## config.mk

```make
export PLATFORM = sky130hd
export DESIGN_NAME = mem_stage
export DESIGN_NICKNAME = d
export VERILOG_FILES = /design/src/rtl/mem_pkg.sv /design/src/rtl/mem_load_ext.sv /design/src/rtl/mem_stage.sv
export SDC_FILE = /design/constraint.sdc
export NUM_CORES = 1
export LEC_CHECK = 0
export CORE_UTILIZATION = 30
export CTS_CLUSTER_SIZE = 30
export DETAILED_ROUTE_END_ITERATION = 8
export GPL_TIMING_DRIVEN = 0
export PLACE_DENSITY = 0.64
export SLEW_MARGIN = 10
export SYNTH_ARGS = -nofsm -noshare
export SYNTH_HDL_FRONTEND = slang
export SYNTH_SLANG_ARGS = --single-unit
```

## constraint.sdc

```tcl
create_clock -name clk -period 3 [get_ports clk]
set_input_delay 0.6 -clock clk [delete_from_list [all_inputs] [get_ports clk]]
set_output_delay 0.6 -clock clk [all_outputs]
set_load 0.01 [all_outputs]
```

## src/rtl/mem_pkg.sv

```systemverilog
// Shared encodings for the MEM pipeline stage: access sizes, FSM states, timeout counter width.
package mem_pkg;

  localparam logic [1:0] SZ_BYTE = 2'b00;
  localparam logic [1:0] SZ_HALF = 2'b01;
  localparam logic [1:0] SZ_WORD = 2'b10;
  localparam logic [1:0] SZ_RSVD = 2'b11;

  localparam int unsigned TO_CNT_W = 4;

  typedef enum logic {
    S_IDLE = 1'b0,
    S_WAIT = 1'b1
  } state_e;

endpackage

```

## src/rtl/mem_load_ext.sv

```systemverilog
// Load data alignment: picks the addressed byte/half lane of a read word and sign/zero extends it.
module mem_load_ext
  import mem_pkg::*;
(
  input  logic [31:0] rdata_i,
  input  logic [1:0]  addr_lo_i,
  input  logic [1:0]  size_i,
  input  logic        unsigned_i,
  output logic [31:0] data_o
);

  logic [7:0]  byte_c;
  logic [15:0] half_c;

  always_comb begin
    byte_c = rdata_i[7:0];
    case (addr_lo_i)
      2'd1:    byte_c = rdata_i[15:8];
      2'd2:    byte_c = rdata_i[23:16];
      2'd3:    byte_c = rdata_i[31:24];
      default: byte_c = rdata_i[7:0];
    endcase
    half_c = addr_lo_i[1] ? rdata_i[31:16] : rdata_i[15:0];

    data_o = rdata_i;
    case (size_i)
      SZ_BYTE: data_o = unsigned_i ? {24'b0, byte_c} : {{24{byte_c[7]}}, byte_c};
      SZ_HALF: data_o = unsigned_i ? {16'b0, half_c} : {{16{half_c[15]}}, half_c};
      default: data_o = rdata_i;
    endcase
  end

endmodule

```

## src/rtl/mem_stage.sv

```systemverilog
// MEM pipeline stage: byte-lane aligned load/store over a req/ack port with timeout, registered MEM/WB result.
// Optional MEM_MISALIGN_EXC_EN: misaligned half/word accesses are rejected with a misalign pulse.
module mem_stage
  import mem_pkg::*;
#(
  parameter int unsigned ADDR_W  = 32,
  parameter int unsigned TIMEOUT = 15
) (
  input  logic              clk,
  input  logic              rst_n,
  input  logic [31:0]       alu_in,
  input  logic [31:0]       dato_B,
  input  logic [4:0]        rd,
  input  logic              reg_write,
  input  logic              mem_read,
  input  logic              mem_write,
  input  logic [1:0]        mem_size,
  input  logic              mem_unsigned,
  output logic              dmem_req,
  output logic              dmem_we,
  output logic [ADDR_W-1:0] dmem_addr,
  output logic [31:0]       dmem_wdata,
  output logic [3:0]        dmem_be,
  input  logic              dmem_ack,
  input  logic [31:0]       dmem_rdata,
  output logic              stall,
  output logic [31:0]       wb_data,
  output logic [4:0]        wb_rd,
  output logic              wb_reg_write,
`ifdef MEM_MISALIGN_EXC_EN
  output logic              misalign,
`endif
  output logic              bus_err
);

  state_e              state_q;
  logic [TO_CNT_W-1:0] cnt_q;
  logic [1:0]          lo_q;
  logic [1:0]          size_q;
  logic                uns_q;
  logic                load_q;
  logic [4:0]          rd_q;
  logic                rw_q;

  logic [ADDR_W-1:0] addr_c;
  logic [1:0]        size_c;
  logic [1:0]        lo_c;
  logic [3:0]        be_c;
  logic [31:0]       wdata_c;
  logic              mem_op_c;
  logic              access_c;
  logic [31:0]       ld_data_c;

  // Decode the upstream op: effective size, aligned lane offset, byte enables, replicated store data.
  always_comb begin
    addr_c   = alu_in[ADDR_W-1:0];
    mem_op_c = mem_read | mem_write;
    size_c   = (mem_size == SZ_RSVD) ? SZ_WORD : mem_size;
    lo_c     = addr_c[1:0];
    be_c     = 4'b0001 << addr_c[1:0];
    wdata_c  = {4{dato_B[7:0]}};
    case (size_c)
      SZ_HALF: begin
        lo_c    = {addr_c[1], 1'b0};
        be_c    = addr_c[1] ? 4'b1100 : 4'b0011;
        wdata_c = {2{dato_B[15:0]}};
      end
      SZ_WORD: begin
        lo_c    = 2'b00;
        be_c    = 4'b1111;
        wdata_c = dato_B;
      end
      default: ;
    endcase
`ifdef MEM_MISALIGN_EXC_EN
    access_c = mem_op_c &
               !(((size_c == SZ_HALF) && addr_c[0]) || ((size_c == SZ_WORD) && (addr_c[1:0] != 2'b00)));
`else
    access_c = mem_op_c;
`endif
  end

  assign stall = (state_q == S_IDLE) ? access_c : !dmem_ack;

  mem_load_ext u_load_ext (
    .rdata_i    (dmem_rdata),
    .addr_lo_i  (lo_q),
    .size_i     (size_q),
    .unsigned_i (uns_q),
    .data_o     (ld_data_c)
  );

  // Stage FSM; everything updates on the falling edge.
  always_ff @(negedge clk or negedge rst_n) begin
    if (!rst_n) begin
      state_q      <= S_IDLE;
      cnt_q        <= '0;
      lo_q         <= '0;
      size_q       <= '0;
      uns_q        <= 1'b0;
      load_q       <= 1'b0;
      rd_q         <= '0;
      rw_q         <= 1'b0;
      dmem_req     <= 1'b0;
      dmem_we      <= 1'b0;
      dmem_addr    <= '0;
      dmem_wdata   <= '0;
      dmem_be      <= '0;
      wb_data      <= '0;
      wb_rd        <= '0;
      wb_reg_write <= 1'b0;
      bus_err      <= 1'b0;
`ifdef MEM_MISALIGN_EXC_EN
      misalign     <= 1'b0;
`endif
    end else begin
      bus_err <= 1'b0;
`ifdef MEM_MISALIGN_EXC_EN
      misalign <= 1'b0;
`endif
      case (state_q)
        S_IDLE: begin
          if (access_c) begin
            state_q      <= S_WAIT;
            cnt_q        <= '0;
            dmem_req     <= 1'b1;
            dmem_we      <= mem_write & !mem_read;
            dmem_addr    <= {addr_c[ADDR_W-1:2], 2'b00};
            dmem_be      <= be_c;
            dmem_wdata   <= wdata_c;
            lo_q         <= lo_c;
            size_q       <= size_c;
            uns_q        <= mem_unsigned;
            load_q       <= mem_read;
            rd_q         <= rd;
            rw_q         <= reg_write;
            wb_reg_write <= 1'b0;
`ifdef MEM_MISALIGN_EXC_EN
          end else if (mem_op_c) begin
            misalign     <= 1'b1;
            wb_data      <= '0;
            wb_rd        <= rd;
            wb_reg_write <= 1'b0;
`endif
          end else begin
            wb_data      <= alu_in;
            wb_rd        <= rd;
            wb_reg_write <= reg_write;
          end
        end
        S_WAIT: begin
          // An ack always wins over a coincident timeout.
          if (dmem_ack) begin
            state_q      <= S_IDLE;
            dmem_req     <= 1'b0;
            wb_rd        <= rd_q;
            wb_reg_write <= load_q & rw_q;
            if (load_q) wb_data <= ld_data_c;
          end else if (cnt_q == TO_CNT_W'(TIMEOUT - 1)) begin
            state_q      <= S_IDLE;
            dmem_req     <= 1'b0;
            bus_err      <= 1'b1;
            wb_data      <= '0;
            wb_reg_write <= 1'b0;
          end else begin
            cnt_q <= cnt_q + TO_CNT_W'(1);
          end
        end
        default: state_q <= S_IDLE;
      endcase
    end
  end

endmodule

```

=== After elaboration in Yosys (flattened, before gate mapping) ===
Index checks and enable logic that the tools add are counted.

* $add $sub $neg: 1
* Eq/ne operators: 15
* Shifts and indexed selects: 1
* Mux-type cells: 37
* Bitwise gates (word level): 4
* Reductions and logical operators: 8

{| class="wikitable"
|+ Operator list
! kind !! count
|-
| two-way mux 32 bit || 6
|-
| case mux 32 bit (2 select lines) || 3
|-
| case mux 8 bit (3 select lines) || 1
|-
| two-way mux 16 bit || 1
|-
| two-way mux 4 bit || 4
|-
| case mux 4 bit (2 select lines) || 2
|-
| two-way mux 1 bit || 12
|-
| two-way mux 5 bit || 2
|-
| inequality test 2 bit (second input constant) || 5
|-
| case mux 5 bit (2 select lines) || 1
|-
| == test 2 bit (second input constant) || 4
|-
| == test 2 x 1 -> 1 bit (second input constant) || 3
|-
| inequality test 3 x 2 -> 1 bit (second input constant) || 2
|-
| case mux 1 bit (2 select lines) || 3
|-
| AND reduction 2 bit || 3
|-
| AND reduction 3 bit || 2
|-
| adder 4 x 1 -> 4 bit (second input constant) || 1
|-
| == test 4 bit (second input constant) || 1
|-
| case mux 2 bit (2 select lines) || 1
|-
| << shifter 1 x 2 -> 4 bit (first input constant) || 1
|-
| AND 1 bit || 2
|-
| logical NOT 1 bit || 2
|-
| logical NOT 2 bit || 1
|-
| two-way mux 2 bit || 1
|-
| 2 further kinds || 2
|}

* Flip-flop bits (word level): 124
* Output and inout bits: 110
* Logic and storage cells: 83

=== Longest topological paths before layout ===
* Depth in word-level cells: 7
* Mapped depth: 7

=== Modules after synthesis ===
From an unflattened synthesis, not the netlist that was laid out.

* Cell total of the unflattened synthesis: 707
* Area, all modules: 6622.6 um2

{| class="wikitable"
|+ By module, submodules not included
! module !! instances !! cells an instance !! area each (um2) !! sequential area each (um2)
|-
| mem_stage || 1 || 574 || 5639.2 || 3103.0
|-
| mem_load_ext || 1 || 133 || 983.4 || 0.0
|}

==> impl_metrics.tcl <==
set metrics [dict create \
    via_count 5926 \
    place_area_um2 8613 \
    grt_use_total_pct 21.50 \
    register_area_um2 3103 \
    clk_pin_slew_ps 40 \
    dp_hpwl_mm 15.67 \
    hp-start "dmem_addr[17]$_DFFE_NN0P_" \
    placementRows 51 \
    drc 0 \
    crit_fanout 5 \
    cp-start-kind "register" \
    power_frac_comb_pct 43.3 \
    htree_levels 4 \
    met3_length_mm 1.595 \
    route.met2.wl_mm 10.40 \
    multiInputGateArea_um2 2940 \
    synth_top_flop_cell "dfrtn_1" \
    syn_area_um2 6062 \
    hold_path_depth 2 \
    power_density_nw_per_um2 862.7 \
    clock_tree.buffer_depth 2 \
    intPower_w 0.005309 \
    io-pin-count 220 \
    worst_skew_pair.late_latency_ps 400 \
    synth_async_sr_flop_share_pct 100.0 \
    min_path_type "reg -> reg" \
    io_buffer_count 215 \
    finalSetupViolations 115 \
    wl_per_cell_um 17.97 \
    crit_path_max_incr_delay_ps 380 \
    reg2reg_slack_ps 1130 \
    synth_cell_types 47 \
    violations "setup timing" \
    arrival_ps 2850 \
    syn2layout_area_growth_pct 59.57 \
    gp_congestion 0.8848 \
    wirelength_mm 22.21 \
    syn_inst 663 \
    slowest_stage "dfrtn_1" \
    p_switching_w 0.003036 \
    irDropWorstVdd_uv 412.7 \
    initialDrtViolationCount 308 \
    first_pass_iters 7 \
    core_area_um2 19650 \
    grt_overflow_total 0 \
    grt_max_degree 86 \
    die_area_um2 20780 \
    grt_pass1_wl_mm 33.06 \
    seq_power_share_pct 33.0 \
    routed_via_density 4.794 \
    status "finished, violations left" \
    slew_headroom_pct 59.49 \
    avgSynthCellArea_um2 9.143 \
    grt_pass1_vias 5744 \
    drive_gt1_share_pct 28.45 \
    design_area_um2 9673 \
    r2r_start "size_q[1]$_DFFE_NN0P_" \
    tritoncts "done" \
    fin_util_pct 49.22 \
    synth-warning-count 0 \
    cts_hold_buf 0 \
    fillerInstances 1943 \
    crit_type "reg -> out" \
    worstMarginPinSlew_ps 607.6 \
    clock_skew_ps 9.261 \
    setup_ws_ps -449.7 \
    leakagePower_nw 4.656 \
    numCtsBuffers 17 \
    yosysSeqAreaShare_pct 51.19 \
    min_to "dmem_addr[17]$_DFFE_NN0P_" \
    cp-end-kind "output port" \
    max_cap_viol_count 0 \
    final_nets 1069 \
    die_h_um 144.2 \
    hold_viol 0 \
    ff2ff_path_depth 5 \
    cts_sinks 124 \
    die_w_um 144.2 \
    netSwitchingFraction_pct 36.38 \
    wl_met1_mm 9.642 \
    routed.top_layer "met4" \
    reg2reg_to "wb_data[13]$_DFFE_NN0P_" \
    synth_edf_count 0 \
    rsz0062_at_grt "true" \
    cts-root-buf "clkbuf_16" \
    synth-seq-cells 124 \
    ant_nets 0 \
    crit_chain "and2_4 -> buf_8 -> nor2_4 -> buf_6" \
    start_util_pct 30.84 \
    critPathRequiredTime_ps 2400 \
    drv_slew 0 \
    antenna_found_initial 1 \
    power.clock.fraction_pct 23.7 \
]
## sequential cells by signal (all words and copies together), names as in the netlist
signal        flops
state_q           1
size_q            2
uns_q             1
wb_reg_write      1
cnt_q             4
bus_err           1
lo_q              2
rd_q              5
dmem_we           1
dmem_be           4
dmem_addr        30
dmem_req          1
wb_rd             5
dmem_wdata       32
rw_q              1
load_q            1
wb_data          32
## through the flow
step	setup WS (ps)	total power [W]	TNS (ps)	hold WS [ps]	cells
floorplan	-187.7	0.004178	-4133	406.0	664
global route	-511.9	0.008862	-8206	437.1	1235
global placement	-5176	0.005993	-766190	417.7	1144
detailed placement	-1199	0.006038	-129360	421.7	1145
finish	-449.7	0.008345	-3954	411.5	1236
CTS	-616.0	0.008090	-7405	418.6	1206
## power groups by stage
stage	Sequential, W	Combinational (W)	Clock (W)
6_report	0.00276	0.00361	0.00198
5_1_grt	0.00283	0.00392	0.00211
4_1_cts	0.00273	0.00334	0.00202
3_5_place_dp	0.00273	0.00331	0
3_3_place_gp	0.00272	0.00327	0
2_1_floorplan	0.00298	0.00120	0
## critical path, delay by kind of cell, from the launching register on
family / cells / cell delay (ps)
buffers and inverters: 2 / 250
flip-flops: 1 / 380
AND/OR/NAND/NOR: 2 / 330
## area by class of cell
class                           instances  share of cell area [%]
Antenna cell                            1                 0.02587
Buffer                                 45                   3.143
Clock buffer                           17                   4.398
Clock inverter                         15                   1.462
Inverter                                5                  0.1940
Multi-Input combinational cell        487                   30.40
Sequential cell                       124                   32.08
Tap cell                              265                   3.428
Timing Repair Buffer                  277                   24.87
## routing by layer
metal | track usage [%] | vias up
li1 | - | 2859
met1 | 27.90 | 2841
met2 | 33.84 | 191
met3 | 6.192 | 35
met4 | 8.033 | 0
met5 | 0 | -
## synth_stat cells (all sizes together), types with 2 or more instances
| cell | n | area share [%] |
|---|---|---|
| a31oi | 14 | 1.4 |
| dfrtn | 124 | 51 |
| nor2b | 15 | 1.5 |
| o2111ai | 2 | 0.29 |
| nand2b | 12 | 1.2 |
| a21oi | 26 | 2.2 |
| mux2i | 42 | 6.9 |
| nor3b | 2 | 0.25 |
| inv | 5 | 0.31 |
| o22a | 2 | 0.29 |
| ha | 2 | 0.41 |
| a221o | 7 | 1.2 |
| nand3 | 9 | 0.95 |
| o221ai | 6 | 0.97 |
| o221a | 2 | 0.37 |
| clkbuf | 28 | 1.7 |
| nor2 | 29 | 1.8 |
| o21ai | 85 | 7.0 |
| a32oi | 2 | 0.41 |
| and3b | 24 | 3.5 |
| nor3 | 3 | 0.33 |
| nand2 | 188 | 12 |
| buf | 20 | 1.9 |
## worst max-delay path by stage
| stage | start | endpoint | slack, ps | cells past startpoint |
|---|---|---|---|---|
| CTS | state_q$_DFF_NN0_ | stall | -620 | 6 |
| finish | state_q$_DFF_NN0_ | stall | -450 | 4 |
| detailed placement | mem_read | wb_data[15]$_DFFE_NN0P_ | -1200 | 6 |
| global placement | rst_n | dmem_addr[24]$_DFFE_NN0P_ | -5180 | 1 |
| global route | state_q$_DFF_NN0_ | stall | -510 | 4 |
| floorplan | dmem_rdata[31] | wb_data[10]$_DFFE_NN0P_ | -190 | 4 |
## kinds of logic after synthesis
logic type,after synthesis,share of synthesized area (%)
AOI/OAI and AO/OA,150,14.72
muxes,44,7.492
other,1,0.06186
buffers and inverters,53,3.983
DFF,124,51.19
and+or+nand+nor,287,21.86
xor gates and xnor gates,2,0.2890
adders and majority gates,2,0.4127
## placed cells by master, fill, tap and decap left out, types with 3 or more instances in the layout
master           count
nand2_1            186
dfrtn_1            124
clkdlybuf4s50_1     90
o21ai_0             76
buf_2               73
buf_4               63
buf_6               54
mux2i_1             42
nor2_1              26
a21oi_1             24
and3b_1             24
clkbuf_16           18
nor2b_1             15
clkbuf_1            11
nand2b_1            11
clkbuf_2             9
a31oi_1              9
nand3_1              8
dlygate4sd2_1        8
a221o_1              7
clkinvlp_4           6
inv_1                5
o21ai_1              5
a31oi_4              5
buf_8                4
o21ai_2              4
clkinv_4             4
nor2_4               3
clkbuf_4             3
o221ai_2             3
inv_6                3
## timing repair
action,in CTS,in global routing
setup endpoints to repair,231,205
gates cloned,1,1
gates resized for setup,580,25
setup buffers,28,32
pin swaps,13,13
(Power assumes the default switching activity.)
